**src/rtl/fft_pkg.sv**
```systemverilog
// Shared sizing, FSM state encoding and address helpers for the FFT frame sequencer.
package fft_pkg;

  localparam int LOG2N = 5;
  localparam int N     = 2 ** LOG2N;
  localparam int DW    = 64;

  typedef enum logic [1:0] {
    S_LOAD    = 2'd0,
    S_START   = 2'd1,
    S_COMPUTE = 2'd2,
    S_UNLOAD  = 2'd3
  } state_t;

  function automatic logic [LOG2N-1:0] bitrev(input logic [LOG2N-1:0] a);
    logic [LOG2N-1:0] r;
    r = '0;
    for (int i = 0; i < LOG2N; i++) begin
      r[i] = a[LOG2N-1-i];
    end
    return r;
  endfunction

endpackage

```
**src/rtl/fft_out_fifo.sv**
```systemverilog
// Two-entry result FIFO; the head entry is a register so data and last leave the block registered.
module fft_out_fifo #(
  parameter int W = fft_pkg::DW + 1
) (
  input  logic         clk,
  input  logic         rst_n,
  input  logic         flush_i,
  input  logic         push_i,
  input  logic [W-1:0] push_data_i,
  input  logic         pop_i,
  output logic [W-1:0] head_o,
  output logic [1:0]   count_o
);

  logic [W-1:0] e0_q, e1_q;
  logic [1:0]   cnt_q;
  logic         do_pop, do_push;

  assign do_pop  = pop_i && (cnt_q != 2'd0);
  assign do_push = push_i && ((cnt_q != 2'd2) || do_pop);

  always_ff @(posedge clk or negedge rst_n) begin
    if (!rst_n) begin
      e0_q  <= '0;
      e1_q  <= '0;
      cnt_q <= 2'd0;
    end else if (flush_i) begin
      cnt_q <= 2'd0;
    end else begin
      // e0 is always the oldest entry; a pop from a full FIFO shifts e1 forward
      if (do_push && ((cnt_q == 2'd0) || ((cnt_q == 2'd1) && do_pop))) begin
        e0_q <= push_data_i;
      end else if (do_pop && (cnt_q == 2'd2)) begin
        e0_q <= e1_q;
      end
      if (do_push && (((cnt_q == 2'd1) && !do_pop) || (cnt_q == 2'd2))) begin
        e1_q <= push_data_i;
      end
      cnt_q <= cnt_q + 2'(do_push) - 2'(do_pop);
    end
  end

  assign head_o  = e0_q;
  assign count_o = cnt_q;

endmodule

```
**src/rtl/fft_frame_sequencer.sv**
```systemverilog
// Frame sequencer: loads N samples bit-reversed, kicks the FFT engine, then streams results out in order.
module fft_frame_sequencer
  import fft_pkg::*;
#(
  parameter int unsigned TIMEOUT_CYC = 1024,
  parameter int unsigned FCW         = 16
) (
  input  logic             clk,
  input  logic             rst_n,
  input  logic             in_valid_i,
  output logic             in_ready_o,
  input  logic [DW-1:0]    in_data_i,
  output logic             out_valid_o,
  input  logic             out_ready_i,
  output logic [DW-1:0]    out_data_o,
  output logic             out_last_o,
  output logic             host_sel_o,
  output logic             host_bank_o,
  output logic [LOG2N-1:0] host_addr_o,
  output logic             host_we_o,
  output logic [DW-1:0]    host_wdata_o,
  input  logic [DW-1:0]    host_rdata_i,
  output logic             start_fft_o,
  input  logic             fft_done_i,
  input  logic             fft_result_bank_i,
  input  logic             abort_i,
  output logic             busy_o,
  output logic             timeout_err_o,
  output logic [FCW-1:0]   frame_count_o
);

  localparam logic [LOG2N-1:0] LAST_IDX = LOG2N'(N - 1);

  state_t           state_q;
  logic [LOG2N-1:0] cnt_q, rd_cnt_q;
  logic             rd_done_q, infl_q, infl_last_q, bank_q, terr_q;
  logic [31:0]      wdog_q;
  logic [FCW-1:0]   fcnt_q;
  logic [1:0]       fifo_cnt;
  logic [DW:0]      fifo_head;
  logic             load_beat, rd_issue, pop, last_pop, wd_expire;

  assign load_beat = (state_q == S_LOAD) && in_valid_i && !abort_i;
  // host_rdata has fixed one-cycle latency, so one in-flight read plus the FIFO bounds occupancy at 2
  assign rd_issue  = (state_q == S_UNLOAD) && !rd_done_q && !abort_i &&
                     ((fifo_cnt + {1'b0, infl_q}) < 2'd2);
  assign pop       = out_valid_o && out_ready_i && !abort_i;
  assign last_pop  = pop && fifo_head[DW];
  assign wd_expire = (TIMEOUT_CYC != 0) && ((wdog_q + 32'd1) >= TIMEOUT_CYC);

  fft_out_fifo #(.W(DW + 1)) u_fifo (
    .clk         (clk),
    .rst_n       (rst_n),
    .flush_i     (abort_i),
    .push_i      (infl_q),
    .push_data_i ({infl_last_q, host_rdata_i}),
    .pop_i       (pop),
    .head_o      (fifo_head),
    .count_o     (fifo_cnt)
  );

  always_ff @(posedge clk or negedge rst_n) begin
    if (!rst_n) begin
      state_q     <= S_LOAD;
      cnt_q       <= '0;
      rd_cnt_q    <= '0;
      rd_done_q   <= 1'b0;
      infl_q      <= 1'b0;
      infl_last_q <= 1'b0;
      bank_q      <= 1'b0;
      terr_q      <= 1'b0;
      wdog_q      <= '0;
      fcnt_q      <= '0;
    end else if (abort_i) begin
      state_q   <= S_LOAD;
      cnt_q     <= '0;
      rd_cnt_q  <= '0;
      rd_done_q <= 1'b0;
      infl_q    <= 1'b0;
    end else begin
      infl_q      <= rd_issue;
      infl_last_q <= rd_issue && (rd_cnt_q == LAST_IDX);
      if (rd_issue) begin
        rd_cnt_q <= rd_cnt_q + 1'b1;
        if (rd_cnt_q == LAST_IDX) rd_done_q <= 1'b1;
      end
      case (state_q)
        S_LOAD: begin
          if (load_beat) begin
            cnt_q <= cnt_q + 1'b1;
            if (cnt_q == LAST_IDX) state_q <= S_START;
          end
        end
        S_START: begin
          // the START cycle itself is the first cycle the watchdog counts
          wdog_q  <= 32'd1;
          terr_q  <= 1'b0;
          state_q <= S_COMPUTE;
        end
        S_COMPUTE: begin
          if (fft_done_i) begin
            bank_q    <= fft_result_bank_i;
            rd_cnt_q  <= '0;
            rd_done_q <= 1'b0;
            state_q   <= S_UNLOAD;
          end else if (wd_expire) begin
            terr_q  <= 1'b1;
            cnt_q   <= '0;
            state_q <= S_LOAD;
          end else begin
            wdog_q <= wdog_q + 32'd1;
          end
        end
        S_UNLOAD: begin
          if (last_pop) begin
            fcnt_q  <= fcnt_q + 1'b1;
            cnt_q   <= '0;
            state_q <= S_LOAD;
          end
        end
        default: state_q <= S_LOAD;
      endcase
    end
  end

  assign in_ready_o    = (state_q == S_LOAD);
  assign host_sel_o    = (state_q == S_LOAD) || (state_q == S_UNLOAD);
  assign host_bank_o   = (state_q == S_UNLOAD) && bank_q;
  assign host_we_o     = load_beat;
  assign host_wdata_o  = load_beat ? in_data_i : '0;
  assign host_addr_o   = load_beat ? bitrev(cnt_q) : (rd_issue ? rd_cnt_q : '0);
  assign start_fft_o   = (state_q == S_START);
  assign busy_o        = !((state_q == S_LOAD) && (cnt_q == '0));
  assign timeout_err_o = terr_q;
  assign frame_count_o = fcnt_q;
  assign out_valid_o   = (fifo_cnt != 2'd0);
  assign out_data_o    = fifo_head[DW-1:0];
  assign out_last_o    = fifo_head[DW];

endmodule

```
**config.mk**
```make
export PLATFORM = sky130hd
export DESIGN_NAME = fft_frame_sequencer
export DESIGN_NICKNAME = d
export VERILOG_FILES = /design/src/rtl/fft_pkg.sv /design/src/rtl/fft_out_fifo.sv /design/src/rtl/fft_frame_sequencer.sv
export SDC_FILE = /design/constraint.sdc
export NUM_CORES = 1
export LEC_CHECK = 0
export CORE_MARGIN = 5
export CORE_UTILIZATION = 42
export CTS_CLUSTER_SIZE = 10
export DETAILED_ROUTE_END_ITERATION = 8
export GPL_TIMING_DRIVEN = 1
export PLACE_DENSITY = 0.73
export SYNTH_ARGS = -nofsm -noshare
export SYNTH_HDL_FRONTEND = slang
export SYNTH_SLANG_ARGS = --single-unit
```
**constraint.sdc**
```tcl
create_clock -name clk -period 7 [get_ports clk]
set_clock_uncertainty 0.1 [all_clocks]
set_input_delay 1.05 -clock clk [delete_from_list [all_inputs] [get_ports clk]]
set_output_delay 1.05 -clock clk [all_outputs]
set_load 0.03 [all_outputs]
```
==> qor.yml, run 1 <==
logic_synthesis:
  syn-cell-area_mm2: 0.00957
  syn_nets: 1043
  synthFlopType: "dfrtp_1"
  yosys_warnings: 0
  avgSynthCellArea_um2: 10.7
  yosysSeqAreaShare_pct: 51.5
  synth_top_family_by_area: "simple AND/OR/NAND/NOR gates"
  yosysMostFrequentCell: "dfrtp_1"
  yosysTopAreaCellShare_pct: 51.5
  synth_fa_ha_area_share_pct: 1.96
  yosysTopAreaCell: "dfrtp_1"
  synthXorXnorAreaFrac_pct: 2.29
  synth_cells: 893
  yosys-top-cells-area: "dfrtp_1 (52%), mux2_2 (8.1%), mux2i_1 (7.6%), and2_1 (5.6%), nand2_1 (4.3%)"
  synth_edf_count: 0
  synth_top_cells_by_count: "dfrtp_1 (197), nand2_1 (109), and2_1 (86)"
  async_flop_share_pct: 100
  synthSimpleGateAreaFrac_pct: 18.7
  synth.distinct_cells: 56
  synth.ff_latch_count: 197
  muxShareOfSynthArea_pct: 15.8
  synth_compound_area_share_pct: 7.22
layout:
  fin_util_pct: 59.4
  final-instance-count-excl-fill: 1464
  areaGrowthSynthToFinish_pct: 39.6
  final_area_mm2: 0.0134
  final_nets: 1316
  diodes: 0
  drive_gt1_share_pct: 11.3
die:
  dieArea_mm2: 0.0259
  coreArea_mm2: 0.0225
  start_util_pct: 42.5
  die_h_um: 161
  placementRows: 55
  ios: 293
  die_w_um: 161
clocking:
  numCtsBuffers: 17
  clock_path_buffers: 2
  clockRootBuffer: "clkbuf_16"
  cts_hold_buf: 0
  cts_setup_buffers: 0
  clk_latency_ns: 0.43
  cts.repair.resized: 0
  tritoncts: "done"
  htreeDepth: 4
  clk_pin_slew_ns: 0.08
  clock_sinks: 197
global_routing:
  grt_start_max_net_pins: 108
  grt_use_met3_pct: 5.85
  track_usage_pct: 18.4
  grt_antenna_before_repair: 2
  overflow: 0
  grt_pass1_wl_mm: 38.9
  met2_usage_pct: 30.9
  grt-busiest-layer: "met2"
  grt_pass1_vias: 7643
  grtUsageMet1_pct: 23.2
setup_path:
  crit_required_ns: 5.85
  slowest_delay_ns: 0.82
  path_cells: "clkdlybuf4s50_1 -> buf_4 -> nor2_4 -> mux2_2 -> clkdlybuf4s50_1"
  reg2reg_slack_ns: 2.91
  path_class: "primary input to output pin"
  cpMaxStageDelayCell: "nor2_4"
  reg2reg_depth: 7
  r2r-start: "wdog_q[5]"
  crit_path_end_kind: "output pin"
  worstPathArrival_ns: 3.51
  crit_fanout: 74
  start_kind: "primary input"
  crit_path_frequent_cell: "clkdlybuf4s50_1"
  r2r_end: "wdog_q[9]"
timing:
  fin_crit_sh_pct: 66.5
  min_period_ns: 4.66
  rsz0062_at_grt: "false"
  finalHoldViolations: 0
  worst_slew_pin_slew_ns: 1.03
  finalMaxSlewViolations: 0
  setup_violations: 0
  slew_headroom_pct: 31.0
  fin_tns_setup_ns: 0
  fmax_ghz: 0.215
place:
  gp_congestion: 0.837
  hpwl_mm: 17.4
  numPortBuffers: 292
  place_inst: 1432
  postPlaceCellArea_mm2: 0.0127
min_path:
  min_to: "frame_count_o[15]"
  holdPathStages: 1
  min_from: "frame_count_o[15]"
  hold_path.class: "flop to flop"
routing:
  drc: 0
  drt_iter0_markers: 391
  routed_wl_mm: 23.8
  drt.antenna.violating_nets: 0
  vias: 7488
  post_drt_wl_per_cell_um: 16.3
  dr.pass1.iters: 4
  vias_per_cell: 5.11
power:
  ir_drop_mv: 0.116
  power_density_mw_per_mm2: 204
  finalPower_w: 0.00273
  leakage_nw: 5.71
run:
  drv_cap: 0
status:
  status: "complete, no violations"
[sequential cells by signal, indices dropped and copies added, names as in the netlist]
register / cells
rd_done_q: 1
infl_last_q: 1
u_fifo.head_o: 65
cnt_q: 5
bank_q: 1
u_fifo.count_o: 2
state_q: 2
timeout_err_o: 1
wdog_q: 32
frame_count_o: 16
u_fifo.e1_q: 65
infl_q: 1
rd_cnt_q: 5
[layout by cell type, fill, tap and decap left out, drive strengths merged, types with 3 or more instances in the layout]
cell           instances
nand4                 18
a21oi                 13
dfrtp                197
mux2i                 73
nor2                  32
a22o                   3
a31oi                  3
or2                    3
nor4b                  5
nand2b                10
xor2                   7
and2                  87
nor4                  11
nor2b                  6
and3                   7
nand2                109
clkbuf                19
buf                    8
clkinv                 3
a31o                   5
o21ai                 75
nor3                  13
nand3                 18
or4                    5
and4                   6
ha                    15
mux2                  69
or3                    3
clkdlybuf4s50        291
inv                   23
xnor2                 18
[power breakdown]
group	switching, W	internal (W)
logic	0.000293	0.000232
registers	0.0000312	0.00117
clock network	0.000482	0.000517
[how the worst max path moves through the flow]
stage / start / to / slack, ns / cells past startpoint
2_1_floorplan: abort_i / host_addr_o[1] / 3.16 / 5
3_3_place_gp: abort_i / host_addr_o[0] / 2.32 / 5
3_5_place_dp: abort_i / host_addr_o[0] / 2.29 / 5
4_1_cts: abort_i / host_addr_o[0] / 2.29 / 5
5_1_grt: abort_i / host_addr_o[1] / 2.08 / 6
6_report: abort_i / host_addr_o[0] / 2.34 / 5
[metal layers]
metal / routed length [µm] / vias up
met4: 204 / 2
li1: - / 3649
met5: 13 / -
met3: 1670 / 20
met1: 10400 / 3589
met2: 11500 / 228
[critical path: cells and delay by family]
family / cells / cell delay, ns
buffers and inverters: 3 / 1.19
and+or+nand+nor: 1 / 0.82
muxes: 1 / 0.42
[cell families after synthesis]
logic type | after synthesis
multiplexers | 142
AND/OR/NAND/NOR | 335
AO/OA/AOI/OAI | 118
XOR/XNOR | 25
buffers and inverters | 61
flip-flops | 197
adder cells (fa/ha/maj) | 15
[metrics by stage]
stage               setup slack [ns]  hold slack [ns]
global placement                2.32            0.359
global route                    2.08            0.392
CTS                             2.29            0.380
floorplan                       3.16            0.335
finish                          2.34            0.380
detailed placement              2.29            0.369
[final cells by class]
type	count	area, µm²
Inverter	15	56.3
Sequential cell	197	4930
Timing Repair Buffer	300	2990
Fill cell	1933	9150
Tap cell	285	357
Clock buffer	18	429
Clock inverter	14	179
Multi-Input combinational cell	635	4420
Power figures use the tool's default switching activity.
==> inputs of run 2 (changes only) <==
PLACE_DENSITY = 0.76   (was 0.73)
clock period = 3.85 ns   (was 7 ns; I/O delays follow)
==> qor.yml, run 2 (synthesized netlist as in run 1, its figures left out) <==
timing:
  min_period_ns: 3.51
  finalMaxSlewViolations: 0  # unchanged
  slew_headroom_pct: 29.5  # -1.5 points
  hold_slack_ns: 0.378  # -0.00168 ns
  rsz0062_at_grt: "false"
  finalHoldViolations: 0  # unchanged
  fin_tns_setup_ns: 0  # unchanged
  setup_violations: 0  # unchanged
  fin_crit_sh_pct: 91.3
  fmax_ghz: 0.285
  worst_slew_pin_slew_ns: 1.06  # +0.0255 ns
clocking:
  clock_path_buffers: 2  # unchanged
  clockRootBuffer: "clkbuf_16"
  clock_sinks: 197  # unchanged
  clk_latency_ns: 0.43  # about the same
  numCtsBuffers: 17  # unchanged
  clk_pin_slew_ns: 0.07  # about the same
  htreeDepth: 4  # unchanged
  cts_setup_buffers: 0  # unchanged
  tritoncts: "done"
global_routing:
  grt_start_max_net_pins: 108  # unchanged
  track_usage_pct: 19.5  # +1.1 points
  grt_pass1_wl_mm: 40.7  # +4.7%
  grt_antenna_before_repair: 0  # -2
  grt_pass1_vias: 7785  # +1.9%
  overflow: 0  # unchanged
die:
  die_w_um: 161  # unchanged
  die_h_um: 161  # unchanged
  ios: 293  # unchanged
  dieArea_mm2: 0.0259  # unchanged
  start_util_pct: 42.5  # unchanged
  placementRows: 55  # unchanged
  coreArea_mm2: 0.0225  # unchanged
status:
  status: "complete, no violations"
power:
  leakage_nw: 5.79  # +1.4%
  seq_power_share_pct: 44.3  # +0.2 points
  power_frac_comb_pct: 19.7  # +0.5 points
  p_clk_share_pct: 36.0  # -0.7 points
  ir_drop_mv: 0.301  # +160%
  p_sw_w: 0.00140  # +74%
  swShare_pct: 28.3  # -1.3 points
  power_density_mw_per_mm2: 367  # +80%
  internal_power_w: 0.00355  # +85%
layout:
  layout_common_cells: "clkdlybuf4s50_1 (286), dfrtp_1 (197), nand2_1 (109)"
  diodes: 0  # unchanged
  areaGrowthSynthToFinish_pct: 40.9
  layout_commonest_cell: "clkdlybuf4s50_1"
  drive_gt1_share_pct: 12.4  # +1.2 points
  final_nets: 1328  # +0.91%
setup_path:
  crit_path_end_kind: "flop"
  crit_required_ns: 4.10  # -1.75 ns
  path_class: "flop to flop"
  crit_fanout: 14  # -81%
  reg2reg_slack_ns: 0.34  # -2.57 ns
  worstPathArrival_ns: 3.77  # +0.26 ns
  start_kind: "flop"
place:
  gp_congestion: 0.887  # +6.0%
  hpwl_mm: 18.9  # +8.7%
  numPortBuffers: 292  # unchanged
routing:
  post_drt_wl_per_cell_um: 17.2  # +5.6%
  routed_wl_mm: 25.4  # +6.4%
  vias_per_cell: 5.20  # +1.7%
  dr.pass1.iters: 5  # +1
  drc: 0  # unchanged
  drt.antenna.violating_nets: 0  # unchanged
  vias: 7674  # +2.5%
  drt_iter0_markers: 432  # +10%
run:
  drv_cap: 0  # unchanged
min_path:
  hold_path.class: "flop to flop"
run 2: cell count changes in the layout (fill, tap and decap cells not counted), sizes merged:
cell and change:
clkdlybuf4s50 -5, dlygate4sd3 +1, bufinv +1, clkinvlp +1, buf +16, clkbuf +1
inv -3, clkinv -1
run 2: worst paths after layout:
path | start | endpoint | cells past startpoint
max | wdog_q[11] | wdog_q[3] | 9
min | u_fifo.head_o[2] | u_fifo.head_o[2] | 2
max reg2reg | wdog_q[11] | wdog_q[3] | 9
min reg2reg | u_fifo.head_o[2] | u_fifo.head_o[2] | 2
max in group asynchronous | rst_n | wdog_q[30] | 3
min in group asynchronous | rst_n | u_fifo.head_o[46] | 2
run 2: timing repair:
action                                  CTS  global route
hold buffers                              1             0
hold endpoints to repair                 37             0
resized for setup                         0             0
endpoints found under the setup margin    0             0
run 2: power by group through the flow:
stage / clock, W / sequential, W / combinational, W
floorplan: 0 / 0.00227 / 0.000457
global placement: 0 / 0.00223 / 0.000980
detailed placement: 0 / 0.00223 / 0.000984
CTS: 0.00183 / 0.00219 / 0.000992
global route: 0.00192 / 0.00220 / 0.00105
finish: 0.00178 / 0.00219 / 0.000975
run 2: cell type report:
class / count / area, µm²
clock inverter: 12 / 145
multi-input combinational: 635 / 4420
clock buffer: 19 / 443
inverter: 15 / 56.3
tap: 285 / 357
sequential: 197 / 4930
timing repair buffer: 312 / 3130
fill: 1925 / 9020
run 2: routing by layer:
metal | global-route usage [%] | routed length [µm] | up-vias
li1 | - | - | 3679
met1 | 23.0 | 10300 | 3672
met2 | 33.5 | 12400 | 288
met3 | 6.62 | 2050 | 35
met4 | 6.44 | 631 | 0
met5 | 0 | 0 | -
run 2: critical path, cell delays in order (launching register included):
cell      delay [ns]
dfrtp_1         0.46
nand4_2         0.23
or4_4           0.59
o31ai_2         0.23
o211ai_1        0.12
or4_4           0.57
nor4_4          0.44
buf_4           0.28
and4_2          0.25
mux2i_1         0.17
run 2: metrics by stage:
| stage | worst slack [ns] | util (%) | cell area, µm² | cells | power [W] |
|---|---|---|---|---|---|
| final | 0.335 | 59.9 | 13500 | 1475 | 0.00495 |
| after global routing | 0.140 | 59.9 | 13500 | 1475 | 0.00517 |
| after CTS | 0.347 | 59.9 | 13500 | 1475 | 0.00501 |
| after detailed placement | 0.392 | 57.2 | 12900 | 1443 | 0.00321 |
| after global placement | 0.457 | 57.2 | 12900 | 1443 | 0.00321 |
| after floorplan | 0.711 | - | 9570 | 893 | 0.00273 |
